**src/rtl/mem_stage_ls.sv**
```systemverilog
// mem_stage_ls: MEM pipeline stage between EX and WB.
// Forwards ALU results to WB. Runs load/store accesses on a req/ack data bus
// with a wait-state counter and optional timeout. Holds EX stalled while an
// access is outstanding. Formats load data and steers store data into lanes.
module mem_stage_ls #(
  parameter int unsigned REG_AW     = 5,
  parameter int unsigned ADDR_W     = 32,
  parameter int unsigned MAX_WAIT   = 16,
  parameter bit          BIG_ENDIAN = 1'b1
) (
  input  logic              clk,
  input  logic              rst,
  input  logic              valid_i,
  input  logic [REG_AW-1:0] wd_i,
  input  logic              wreg_i,
  input  logic [31:0]       wdata_i,
  input  logic [3:0]        mem_op_i,
  input  logic [ADDR_W-1:0] mem_addr_i,
  input  logic [31:0]       mem_sdata_i,
  output logic              stall_o,
  output logic [REG_AW-1:0] wd_o,
  output logic              wreg_o,
  output logic [31:0]       wdata_o,
  output logic              mem_req_o,
  output logic              mem_we_o,
  output logic [ADDR_W-1:0] mem_addr_o,
  output logic [3:0]        mem_be_o,
  output logic [31:0]       mem_wdata_o,
  input  logic              mem_ack_i,
  input  logic [31:0]       mem_rdata_i,
  output logic              exc_align_o,
  output logic              exc_bus_o
);

  typedef enum logic [3:0] {
    OP_NONE = 4'd0,
    OP_LB   = 4'd1,
    OP_LBU  = 4'd2,
    OP_LH   = 4'd3,
    OP_LHU  = 4'd4,
    OP_LW   = 4'd5,
    OP_SB   = 4'd6,
    OP_SH   = 4'd7,
    OP_SW   = 4'd8
  } mem_op_e;

  typedef enum logic [1:0] {
    SZ_B = 2'd0,
    SZ_H = 2'd1,
    SZ_W = 2'd2
  } size_e;

  typedef enum logic {
    S_IDLE = 1'b0,
    S_BUS  = 1'b1
  } state_e;

  // Counter only needs to reach MAX_WAIT-1; with MAX_WAIT=0 it simply wraps.
  localparam int unsigned   CW        = (MAX_WAIT > 1) ? $clog2(MAX_WAIT) : 1;
  localparam logic [CW-1:0] WAIT_LAST = (MAX_WAIT > 0) ? CW'(MAX_WAIT - 1) : '0;

  state_e              state_q, state_d;
  logic [CW-1:0]       cnt_q, cnt_d;
  logic [REG_AW-1:0]   wd_q, wd_d;
  logic                wreg_q, wreg_d;
  logic [31:0]         wdata_q, wdata_d;
  logic                req_q, req_d;
  logic                we_q, we_d;
  logic [ADDR_W-1:0]   addr_q, addr_d;
  logic [3:0]          be_q, be_d;
  logic [31:0]         mwdata_q, mwdata_d;
  logic [3:0]          op_q, op_d;
  logic [1:0]          lo_q, lo_d;
  logic [REG_AW-1:0]   lwd_q, lwd_d;
  logic                lwreg_q, lwreg_d;
  logic                exc_align_q, exc_align_d;
  logic                exc_bus_q, exc_bus_d;

  logic                dec_mem;
  logic                dec_store;
  size_e               dec_size;
  logic                dec_misalign;
  logic [1:0]          st_lane;
  logic                st_hsel;
  logic [3:0]          st_be;
  logic [31:0]         st_wdata;
  logic [1:0]          ld_lane;
  logic                ld_hsel;
  logic [7:0]          ld_byte;
  logic [15:0]         ld_half;
  logic [31:0]         ld_data;
  logic                timeout;

  // Classify the incoming opcode: memory or not, direction, size, alignment.
  always_comb begin
    dec_mem      = 1'b0;
    dec_store    = 1'b0;
    dec_size     = SZ_B;
    dec_misalign = 1'b0;
    case (mem_op_i)
      OP_LB, OP_LBU: begin dec_mem = 1'b1; dec_size = SZ_B; end
      OP_LH, OP_LHU: begin dec_mem = 1'b1; dec_size = SZ_H; end
      OP_LW:         begin dec_mem = 1'b1; dec_size = SZ_W; end
      OP_SB:         begin dec_mem = 1'b1; dec_store = 1'b1; dec_size = SZ_B; end
      OP_SH:         begin dec_mem = 1'b1; dec_store = 1'b1; dec_size = SZ_H; end
      OP_SW:         begin dec_mem = 1'b1; dec_store = 1'b1; dec_size = SZ_W; end
      default:       ;
    endcase
    case (dec_size)
      SZ_H:    dec_misalign = mem_addr_i[0];
      SZ_W:    dec_misalign = |mem_addr_i[1:0];
      default: dec_misalign = 1'b0;
    endcase
  end

  // Store steering: replicate data across lanes and enable the addressed bytes.
  always_comb begin
    st_lane  = BIG_ENDIAN ? ~mem_addr_i[1:0] : mem_addr_i[1:0];
    st_hsel  = BIG_ENDIAN ? ~mem_addr_i[1] : mem_addr_i[1];
    st_be    = 4'b1111;
    st_wdata = mem_sdata_i;
    case (dec_size)
      SZ_B: begin
        st_be    = 4'b0001 << st_lane;
        st_wdata = {4{mem_sdata_i[7:0]}};
      end
      SZ_H: begin
        st_be    = st_hsel ? 4'b1100 : 4'b0011;
        st_wdata = {2{mem_sdata_i[15:0]}};
      end
      default: ;
    endcase
  end

  // Load formatting from the latched opcode and low address bits.
  always_comb begin
    ld_lane = BIG_ENDIAN ? ~lo_q : lo_q;
    ld_hsel = BIG_ENDIAN ? ~lo_q[1] : lo_q[1];
    ld_byte = mem_rdata_i[{ld_lane, 3'b000} +: 8];
    ld_half = ld_hsel ? mem_rdata_i[31:16] : mem_rdata_i[15:0];
    case (op_q)
      OP_LB:   ld_data = {{24{ld_byte[7]}}, ld_byte};
      OP_LBU:  ld_data = {24'd0, ld_byte};
      OP_LH:   ld_data = {{16{ld_half[15]}}, ld_half};
      OP_LHU:  ld_data = {16'd0, ld_half};
      default: ld_data = mem_rdata_i;
    endcase
  end

  assign timeout = (MAX_WAIT > 0) && (cnt_q == WAIT_LAST);

  // Next-state, writeback and bus-request logic; stall is combinational.
  always_comb begin
    state_d     = state_q;
    cnt_d       = cnt_q;
    wd_d        = wd_q;
    wreg_d      = wreg_q;
    wdata_d     = wdata_q;
    req_d       = req_q;
    we_d        = we_q;
    addr_d      = addr_q;
    be_d        = be_q;
    mwdata_d    = mwdata_q;
    op_d        = op_q;
    lo_d        = lo_q;
    lwd_d       = lwd_q;
    lwreg_d     = lwreg_q;
    exc_align_d = 1'b0;
    exc_bus_d   = 1'b0;
    stall_o     = 1'b0;
    case (state_q)
      S_IDLE: begin
        if (!valid_i || !dec_mem) begin
          wd_d    = wd_i;
          wreg_d  = valid_i & wreg_i;
          wdata_d = wdata_i;
        end else if (dec_misalign) begin
          wreg_d      = 1'b0;
          exc_align_d = 1'b1;
        end else begin
          stall_o  = 1'b1;
          req_d    = 1'b1;
          we_d     = dec_store;
          addr_d   = {mem_addr_i[ADDR_W-1:2], 2'b00};
          be_d     = st_be;
          mwdata_d = st_wdata;
          op_d     = mem_op_i;
          lo_d     = mem_addr_i[1:0];
          lwd_d    = wd_i;
          lwreg_d  = wreg_i;
          cnt_d    = '0;
          wreg_d   = 1'b0;
          state_d  = S_BUS;
        end
      end
      S_BUS: begin
        if (mem_ack_i) begin
          req_d   = 1'b0;
          state_d = S_IDLE;
          if (!we_q) begin
            wd_d    = lwd_q;
            wreg_d  = lwreg_q;
            wdata_d = ld_data;
          end else begin
            wreg_d  = 1'b0;
          end
        end else if (timeout) begin
          req_d     = 1'b0;
          exc_bus_d = 1'b1;
          wreg_d    = 1'b0;
          state_d   = S_IDLE;
        end else begin
          stall_o = 1'b1;
          cnt_d   = cnt_q + CW'(1);
        end
      end
      default: state_d = S_IDLE;
    endcase
  end

  // State and output registers with synchronous active-high reset.
  always_ff @(posedge clk) begin
    if (rst) begin
      state_q     <= S_IDLE;
      cnt_q       <= '0;
      wd_q        <= '0;
      wreg_q      <= 1'b0;
      wdata_q     <= '0;
      req_q       <= 1'b0;
      we_q        <= 1'b0;
      addr_q      <= '0;
      be_q        <= '0;
      mwdata_q    <= '0;
      op_q        <= '0;
      lo_q        <= '0;
      lwd_q       <= '0;
      lwreg_q     <= 1'b0;
      exc_align_q <= 1'b0;
      exc_bus_q   <= 1'b0;
    end else begin
      state_q     <= state_d;
      cnt_q       <= cnt_d;
      wd_q        <= wd_d;
      wreg_q      <= wreg_d;
      wdata_q     <= wdata_d;
      req_q       <= req_d;
      we_q        <= we_d;
      addr_q      <= addr_d;
      be_q        <= be_d;
      mwdata_q    <= mwdata_d;
      op_q        <= op_d;
      lo_q        <= lo_d;
      lwd_q       <= lwd_d;
      lwreg_q     <= lwreg_d;
      exc_align_q <= exc_align_d;
      exc_bus_q   <= exc_bus_d;
    end
  end

  assign wd_o        = wd_q;
  assign wreg_o      = wreg_q;
  assign wdata_o     = wdata_q;
  assign mem_req_o   = req_q;
  assign mem_we_o    = we_q;
  assign mem_addr_o  = addr_q;
  assign mem_be_o    = be_q;
  assign mem_wdata_o = mwdata_q;
  assign exc_align_o = exc_align_q;
  assign exc_bus_o   = exc_bus_q;

endmodule

```
**config.mk**
```make
export PLATFORM = sky130hd
export DESIGN_NAME = mem_stage_ls
export DESIGN_NICKNAME = d
export VERILOG_FILES = /design/src/rtl/mem_stage_ls.sv
export SDC_FILE = /design/constraint.sdc
export NUM_CORES = 1
export LEC_CHECK = 0
export CAP_MARGIN = 10
export CORE_MARGIN = 2
export CORE_UTILIZATION = 40
export DETAILED_ROUTE_END_ITERATION = 8
export PLACE_DENSITY = 0.72
export SLEW_MARGIN = 30
export SYNTH_ARGS = -nofsm -noshare
export SYNTH_HDL_FRONTEND = slang
export SYNTH_SLANG_ARGS = --single-unit
```
**constraint.sdc**
```tcl
create_clock -name clk -period 3.5 [get_ports clk]
set_input_delay 0.525 -clock clk [delete_from_list [all_inputs] [get_ports clk]]
set_output_delay 0.525 -clock clk [all_outputs]
set_load 0.02 [all_outputs]
```
### Word level (Yosys, flattened, before mapping)

Index checks and enable logic that the tools add are counted.

* $add $sub $neg: 1
* eq/ne operators: 23
* shift-type cells: 2
* mux-type cells: 38
* bitwise gates (word level): 6
* reduce and logical (&&, ||, !) cells: 15

Operators by type and width (count)
* $pmux 32 s2: 2
* $pmux 32 s4: 1
* $mux 32: 3
* $shiftx 32x6->8: 1
* $eq 4x3->1 const B: 5
* $mux 4: 5
* $eq 4x2->1 const B: 4
* $mux 16: 1
* $pmux 4 s2: 2
* $mux 1: 15
* $mux 5: 3
* $ne 2x2->1 const B: 7
* $reduce_or 3->1: 4
* $pmux 5 s2: 1
* $reduce_and 3->1: 3
* $eq 4x1->1 const B: 2
* $eq 4x4->1 const B: 2
* $pmux 1 s2: 4
* $reduce_or 8->1: 1
* $add 4x1->4 const B: 1
* $not 2->2: 2
* $pmux 2 s2: 1
* $reduce_and 4->1: 1
* $reduce_or 2->1: 2
* 9 further kinds: 12

* register bits after elaboration: 125
* bits of input ports: 142
* logic and storage cells: 101

### Longest topological paths before layout

Gate-level depths: netlist of the first run.

* depth after elaboration: 8
* depth in mapped cells: 11
* gate-level depth less buffers: 9

### Worst setup path after synthesis of the first run

Ideal clock, no wire load.

* kind: input to output
* start: input mem_op_i[0]
* end: output stall_o
* arrival time: 2.647 ns
* data required time: 2.975 ns
* setup slack: 0.328 ns
* stages: 9
* path through: buf_2 -> or3b_2 -> a21o_1 -> ha_1 -> o21a_1 -> o21ai_1 -> clkbuf_1 -> nand2_1 -> nand2_1

* longest elaborated chain between the ends: 8
* elaborated cells between the ends (all ways): 21
* classes of those cells: eq/ne (10); mux (6); reduce/logical (5)

Ends and longest elaborated chain
* from (decl): line 17 `input logic [3:0] mem_op_i,`
* $eq 4x3->1, or another cell as far along: line 100 `case (mem_op_i)`
* $reduce_or 3->1 (no line) or $reduce_or 2->1 (tied branches)
* $pmux 2 s2: line 100
* $eq 2x2->1 or $eq 2x1->1 (tied branches): line 109 `case (dec_size)`
* $pmux 1 s2: line 109
* $mux 1: line 177 `end else if (dec_misalign) begin`
* $mux 1 *: line 173 `if (!valid_i || !dec_mem) begin`
* $pmux 1 s2 *: line 171 `case (state_q)`
* to (decl): line 20 `output logic stall_o,`

Every way passes the cells marked *; elsewhere a longest branch is shown, timed or not.

### Worst setup path in the final report of the first run

* start: input mem_op_i[3]
* end: output stall_o

The elaborated chain is that of the path after synthesis.

==> metrics, run 1 <==
pin count of the biggest net entering global routing=81; period utilization=92.0%; CTS tree=done; Final Max Slew Viols=0; Nets=1128; min cycle time layout=3220 ps; CTS root buf=clkbuf_16; YS warnings=0; H-tree levels=4; Worst Max-Slew Pin Slew=892 ps; final setup fails=0; first-pass GRT wire length=34500 microns; Synth Register Bits=125; latest clock arrival within the worst-skew pair=410 ps; Pre-antenna DRT Iters=5; ys async rst share=0%; Post-Syn Instances=776; clk sinks=125; number of CTS-inserted buffers=17; Port Buf Inserts=250; io pins=253; vias in the first global route=6453; max cap viols=0; CP Launch Type=primary input; synth unique cells=60; Worst Path Arrival=2690 ps; Non-Filler Instances=1211; clock-pin slew of the registers on the worst-case setup and hold paths=60 ps; endpoint class of the critical path=output pin; HPWL Detailed=15000 microns; total grt overflow=0; status=finished clean; EDFF count, synth=0; Max Clock Freq=311 MHz; core area=15800 sq um; Fillers=1404; initial antenna violation count=0; Setup CP Type=primary input to output pin; clock buffer depth=2; global-route total usage across every layer=25.7%; Post CTS Setup Buffer Count=0; die area=17000 sq um; DIE HEIGHT=131 microns; Post-Route WL=22600 microns; share of cells above drive strength 1=8.04%; number of vias per cell=5.73; synth top area cells=dfxtp_1, a21oi_1, nand3_1, o21ai_0, a311oi_1; Min-Delay Path Class=register to register; Seq/Total Area, Yosys=39.1%; Peak supply drop=0.309 mV; vias=6935; CP required=2970 ps; Ant. Diodes=0; Setup TNS Final=0 ps; Final Skew=6.02 ps; most common cell after layout, fill and taps aside=clkdlybuf4s50_1; 1st-iter DRT viols=555; RSZ-0062 raised after global routing=false; Slew HR=40.5%; syn_area_per_cell=8.25 sq um; Starting Density=40.6%; Synth top area share=39.1%; Top FF cell, synth=dfxtp_1; row cnt=46; global placer's final weighted congestion=0.819; Layout area overhead=51.5%; Placed Cells=1179; DRT antenna net count=0; most frequent cells in the layout=clkdlybuf4s50_1, dfxtp_1, a21oi_1; synthesized area=6400 sq um; wire length per cell=18.6 microns; Synth area leader=dfxtp_1; DIE WIDTH=131 microns; Hold Vio Cnt, Final=0; P per Cell Area=490 nW/um^2; Pleak=3.39 nW; DRC Markers=0; Critical Path Fanout Max=3
-- synth_stat cells (all sizes together), types with 16 or more instances --
master / n
o21ai: 70
nor2b: 18
buf: 29
nand2: 30
nor2: 34
a311oi: 27
dfxtp: 125
nand3: 72
a21oi: 99
nand4b: 16
o211ai: 24
clkbuf: 60
or3: 19
-- path summary, 6_finish.rpt --
path	from	to	slack, ps	depth (start not counted)
max	mem_op_i[3]	stall_o	280	9
min	mem_addr_o[16]	mem_addr_o[16]	470	2
max reg2reg	op_q[0]	wdata_o[18]	1160	4
min reg2reg	mem_addr_o[16]	mem_addr_o[16]	470	2
-- metal layers --
| layer | share of wire (%) | up-vias | track usage, % |
|---|---|---|---|
| met5 | 0 | - | 0 |
| met4 | 2.5 | 0 | 9.64 |
| met3 | 9.0 | 35 | 7.17 |
| met2 | 47 | 302 | 41.6 |
| met1 | 42 | 3269 | 32.8 |
| li1 | - | 3329 | - |
-- timing repair --
item | 4_1_cts | 5_1_grt
gates resized for setup | 1 | 0
endpoints found under the hold margin | 0 | 0
setup endpoints to repair | 1 | 0
hold buffers | 0 | 0
-- power breakdown --
group,switching (W),internal (W)
clock,0.000675,0.00136
sequential,0.0000726,0.00154
combinational,0.000573,0.000529
total,0.00132,0.00343
-- per-stage QoR --
| stage | hold slack (ps) | area [sq um] | util (%) | worst slack [ps] | power (W) |
|---|---|---|---|---|---|
| 3_3_place_gp | 453 | 9020 | 57.2 | 29.1 | 0.00273 |
| 2_1_floorplan | 454 | 6410 | - | 328 | 0.00221 |
| 5_1_grt | 491 | 9700 | 61.5 | 167 | 0.00492 |
| 3_5_place_dp | 466 | 9020 | 57.2 | -11.6 | 0.00274 |
| 6_report | 472 | 9700 | 61.5 | 281 | 0.00475 |
| 4_1_cts | 473 | 9700 | 61.5 | 266 | 0.00478 |
-- sequential cells by signal, summed over array words and instances, names as in the netlist --
signal / flops
state_q: 1
mem_wdata_o: 32
mem_req_o: 1
lwreg_q: 1
exc_bus_o: 1
op_q: 4
wreg_o: 1
lo_q: 2
lwd_q: 5
mem_we_o: 1
exc_align_o: 1
wdata_o: 32
wd_o: 5
mem_addr_o: 30
mem_be_o: 4
cnt_q: 4
-- worst max-delay path, stage by stage --
cell	delay [ps]
clkdlybuf4s50_1	470
or3b_2	440
a21o_1	220
ha_1	200
o21a_1	210
o21ai_4	160
nand2_1	80
nand2_1	70
dlygate4sd2_1	330
-- area by class of cell --
| class | count | area [sq um] | share of cell area [%] |
|---|---|---|---|
| Sequential cell | 125 | 2500 | 25.8 |
| Inverter | 6 | 22.5 | 0.232 |
| Clock buffer | 18 | 439 | 4.53 |
| Timing Repair Buffer | 275 | 2720 | 28.1 |
| Clock inverter | 14 | 240 | 2.48 |
| Multi-Input combinational cell | 557 | 3500 | 36.1 |
| Tap cell | 216 | 270 | 2.79 |
-- cells by family (layout without fill, tap and decap cells) --
kind of cell / after synthesis / count (layout) / synth area share, %
simple gates: 238 / 238 / 20.7
flops: 125 / 125 / 39.1
mux: 24 / 24 / 4.12
compound gates: 286 / 286 / 28.4
fa+ha+maj: 4 / 4 / 0.782
buf+inv: 95 / 313 / 6.53
xor+xnor: 3 / 3 / 0.410
other cells: 1 / 2 / 0.0586
(Power assumes the default switching activity.)
==> run 2, diff against run 1 <==
CTS_CLUSTER_SIZE = 10   (was unset)
==> results of run 2 <==
No change in the layout: final DEF, timing and power equal those of run 1.
==> run 3, diff against run 2 <==
CORE_ASPECT_RATIO = 0.9   (was unset)
==> metrics, run 3 (synthesized netlist as in run 1, its figures left out) <==
status=finished clean (unchanged); total grt overflow=0 (unchanged); Setup CP Type=primary input to output pin (unchanged); Hold Vio Cnt, Final=0 (unchanged); RSZ-0062 raised after global routing=false (unchanged); pin count of the biggest net entering global routing=106 (was 81); Max Clock Freq=307 MHz (was 311 MHz); initial antenna violation count=0 (unchanged); CP Launch Type=primary input (unchanged); row cnt=43 (was 46); Post-CTS Hold Fix Bufs=0 (unchanged); Nets=1131 (was 1128); Ant. Diodes=0 (unchanged); DIE WIDTH=137 microns (was 131 microns); core area=15500 sq um (was 15800 sq um); CP required=2970 ps (about the same); Pleak=3.37 nW (was 3.39 nW); Starting Density=41.2% (was 40.6%); CP bufs+invs=2 (unchanged); slowest cell delay on critical path=470 ps (about the same); vias=6894 (was 6935); DRT antenna net count=0 (unchanged); crit-path cells=clkdlybuf4s50_1 -> or3b_2 -> a21o_1 -> ha_1 -> o21a_1 -> o21ai_4 -> nand2_1 -> nand2_1 -> dlygate4sd2_1 (unchanged); io pins=253 (unchanged); H-tree levels=4 (unchanged); min cycle time layout=3260 ps (was 3220 ps); Final Max Slew Viols=0 (unchanged); clock-pin slew of the registers on the worst-case setup and hold paths=50 ps (was 60 ps); Critical Path Fanout Max=3 (unchanged); first-pass GRT wire length=34600 microns (was 34500 microns); CP dominant cell by count=nand2_1 (unchanged); 1st-iter DRT viols=497 (was 555); clk sinks=125 (unchanged); CTS root buf=clkbuf_16 (unchanged); Pre-antenna DRT Iters=5 (unchanged); latest clock arrival within the worst-skew pair=420 ps (was 410 ps); number of CTS-inserted buffers=17 (unchanged); global-route total usage across every layer=26.2% (was 25.7%); final setup fails=0 (unchanged); Worst Max-Slew Pin Slew=937 ps (was 892 ps); global placer's final weighted congestion=0.856 (was 0.819); DRC Markers=0 (unchanged); die area=17000 sq um (about the same); CTS tree=done (unchanged); Worst Path Arrival=2730 ps (was 2690 ps); Placed Cells=1168 (was 1179); Min-Delay Path Class=register to register (unchanged); clock buffer depth=2 (unchanged); number of vias per cell=5.76 (was 5.73); most frequent cells in the layout=clkdlybuf4s50_1, dfxtp_1, a21oi_1 (unchanged); Layout area overhead=50.0% (was 51.5%); period utilization=93.0% (was 92.0%); Final Skew=6.78 ps (was 6.02 ps); wire length per cell=18.8 microns (was 18.6 microns); Non-Filler Instances=1197 (was 1211); Slew HR=37.4% (was 40.5%); share of cells above drive strength 1=7.84% (was 8.04%); slowest library cell on the worst path=clkdlybuf4s50_1 (unchanged); Post CTS Setup Buffer Count=0 (unchanged); Post-Route WL=22500 microns (was 22600 microns); HPWL Detailed=15200 microns (was 15000 microns); Peak supply drop=0.356 mV (was 0.309 mV); most common cell after layout, fill and taps aside=clkdlybuf4s50_1 (unchanged); DIE HEIGHT=124 microns (was 131 microns); final core utilization=61.8% (was 61.5%); vias in the first global route=6376 (was 6453); max cap viols=0 (unchanged); endpoint class of the critical path=output pin (unchanged); Port Buf Inserts=250 (unchanged); Crit path max-delay family=buffers and inverters (unchanged); P per Cell Area=469 nW/um^2 (was 490 nW/um^2)
==> run 3: changes by cell type in the layout (fill, tap and decap cells not counted), moves of 2 or more <==
cell	change
clkbuf_1	+2
clkbuf_8	+2
clkinvlp_4	-2
buf_4	+3
clkinv_4	-2
bufinv_16	-3
==> run 3: final cells by class <==
class	instances	area, sq um
Inverter	6	22.5
Tap cell	202	253
Sequential cell	125	2500
Fill cell	1375	5940
Clock inverter	7	114
Multi-Input combinational cell	557	3500
Timing Repair Buffer	278	2740
Clock buffer	22	474
==> run 3: metal layers <==
layer / up-vias / part of all wire, % / global-route usage (%)
met3: 30 / 10 / 8.51
met1: 3263 / 43 / 34.8
met4: 0 / 1.9 / 8.83
met2: 278 / 45 / 40.0
met5: - / 0 / 0
li1: 3323 / - / -
==> run 3: per-stage QoR <==
stage / area, sq um / worst slack, ps / setup TNS, ps / power (W) / hold slack, ps
2_1_floorplan: 6410 / 328 / 0 / 0.00221 / 454
3_3_place_gp: 9020 / -10.8 / -10.8 / 0.00273 / 454
3_5_place_dp: 9020 / -40.2 / -40.2 / 0.00274 / 465
4_1_cts: 9610 / 232 / 0 / 0.00453 / 473
5_1_grt: 9610 / 150 / 0 / 0.00469 / 494
6_report: 9610 / 245 / 0 / 0.00450 / 473
==> run 3: worst paths after layout <==
check | startpoint | endpoint | slack (ps) | depth (start not counted)
max | mem_op_i[3] | stall_o | 240 | 9
min | mem_addr_o[3] | mem_addr_o[3] | 470 | 2
max reg2reg | op_q[2] | wdata_o[22] | 1160 | 4
min reg2reg | mem_addr_o[3] | mem_addr_o[3] | 470 | 2
==> run 3: timing repair <==
item,4_1_cts,5_1_grt
setup endpoints to repair,1,0
gates resized for setup,1,0
hold endpoints to repair,0,0
==> run 3: worst register-to-register path: cells and delay by family (launching register included) <==
| kind | cells | cell delay, ps |
|---|---|---|
| compound gates | 2 | 1010 |
| flops | 1 | 390 |
| simple gates | 2 | 860 |
==> run 3: report_power, final <==
part,switching [W],internal [W]
logic,0.000563,0.000530
clock network,0.000630,0.00116
registers,0.0000758,0.00154
total,0.00127,0.00324
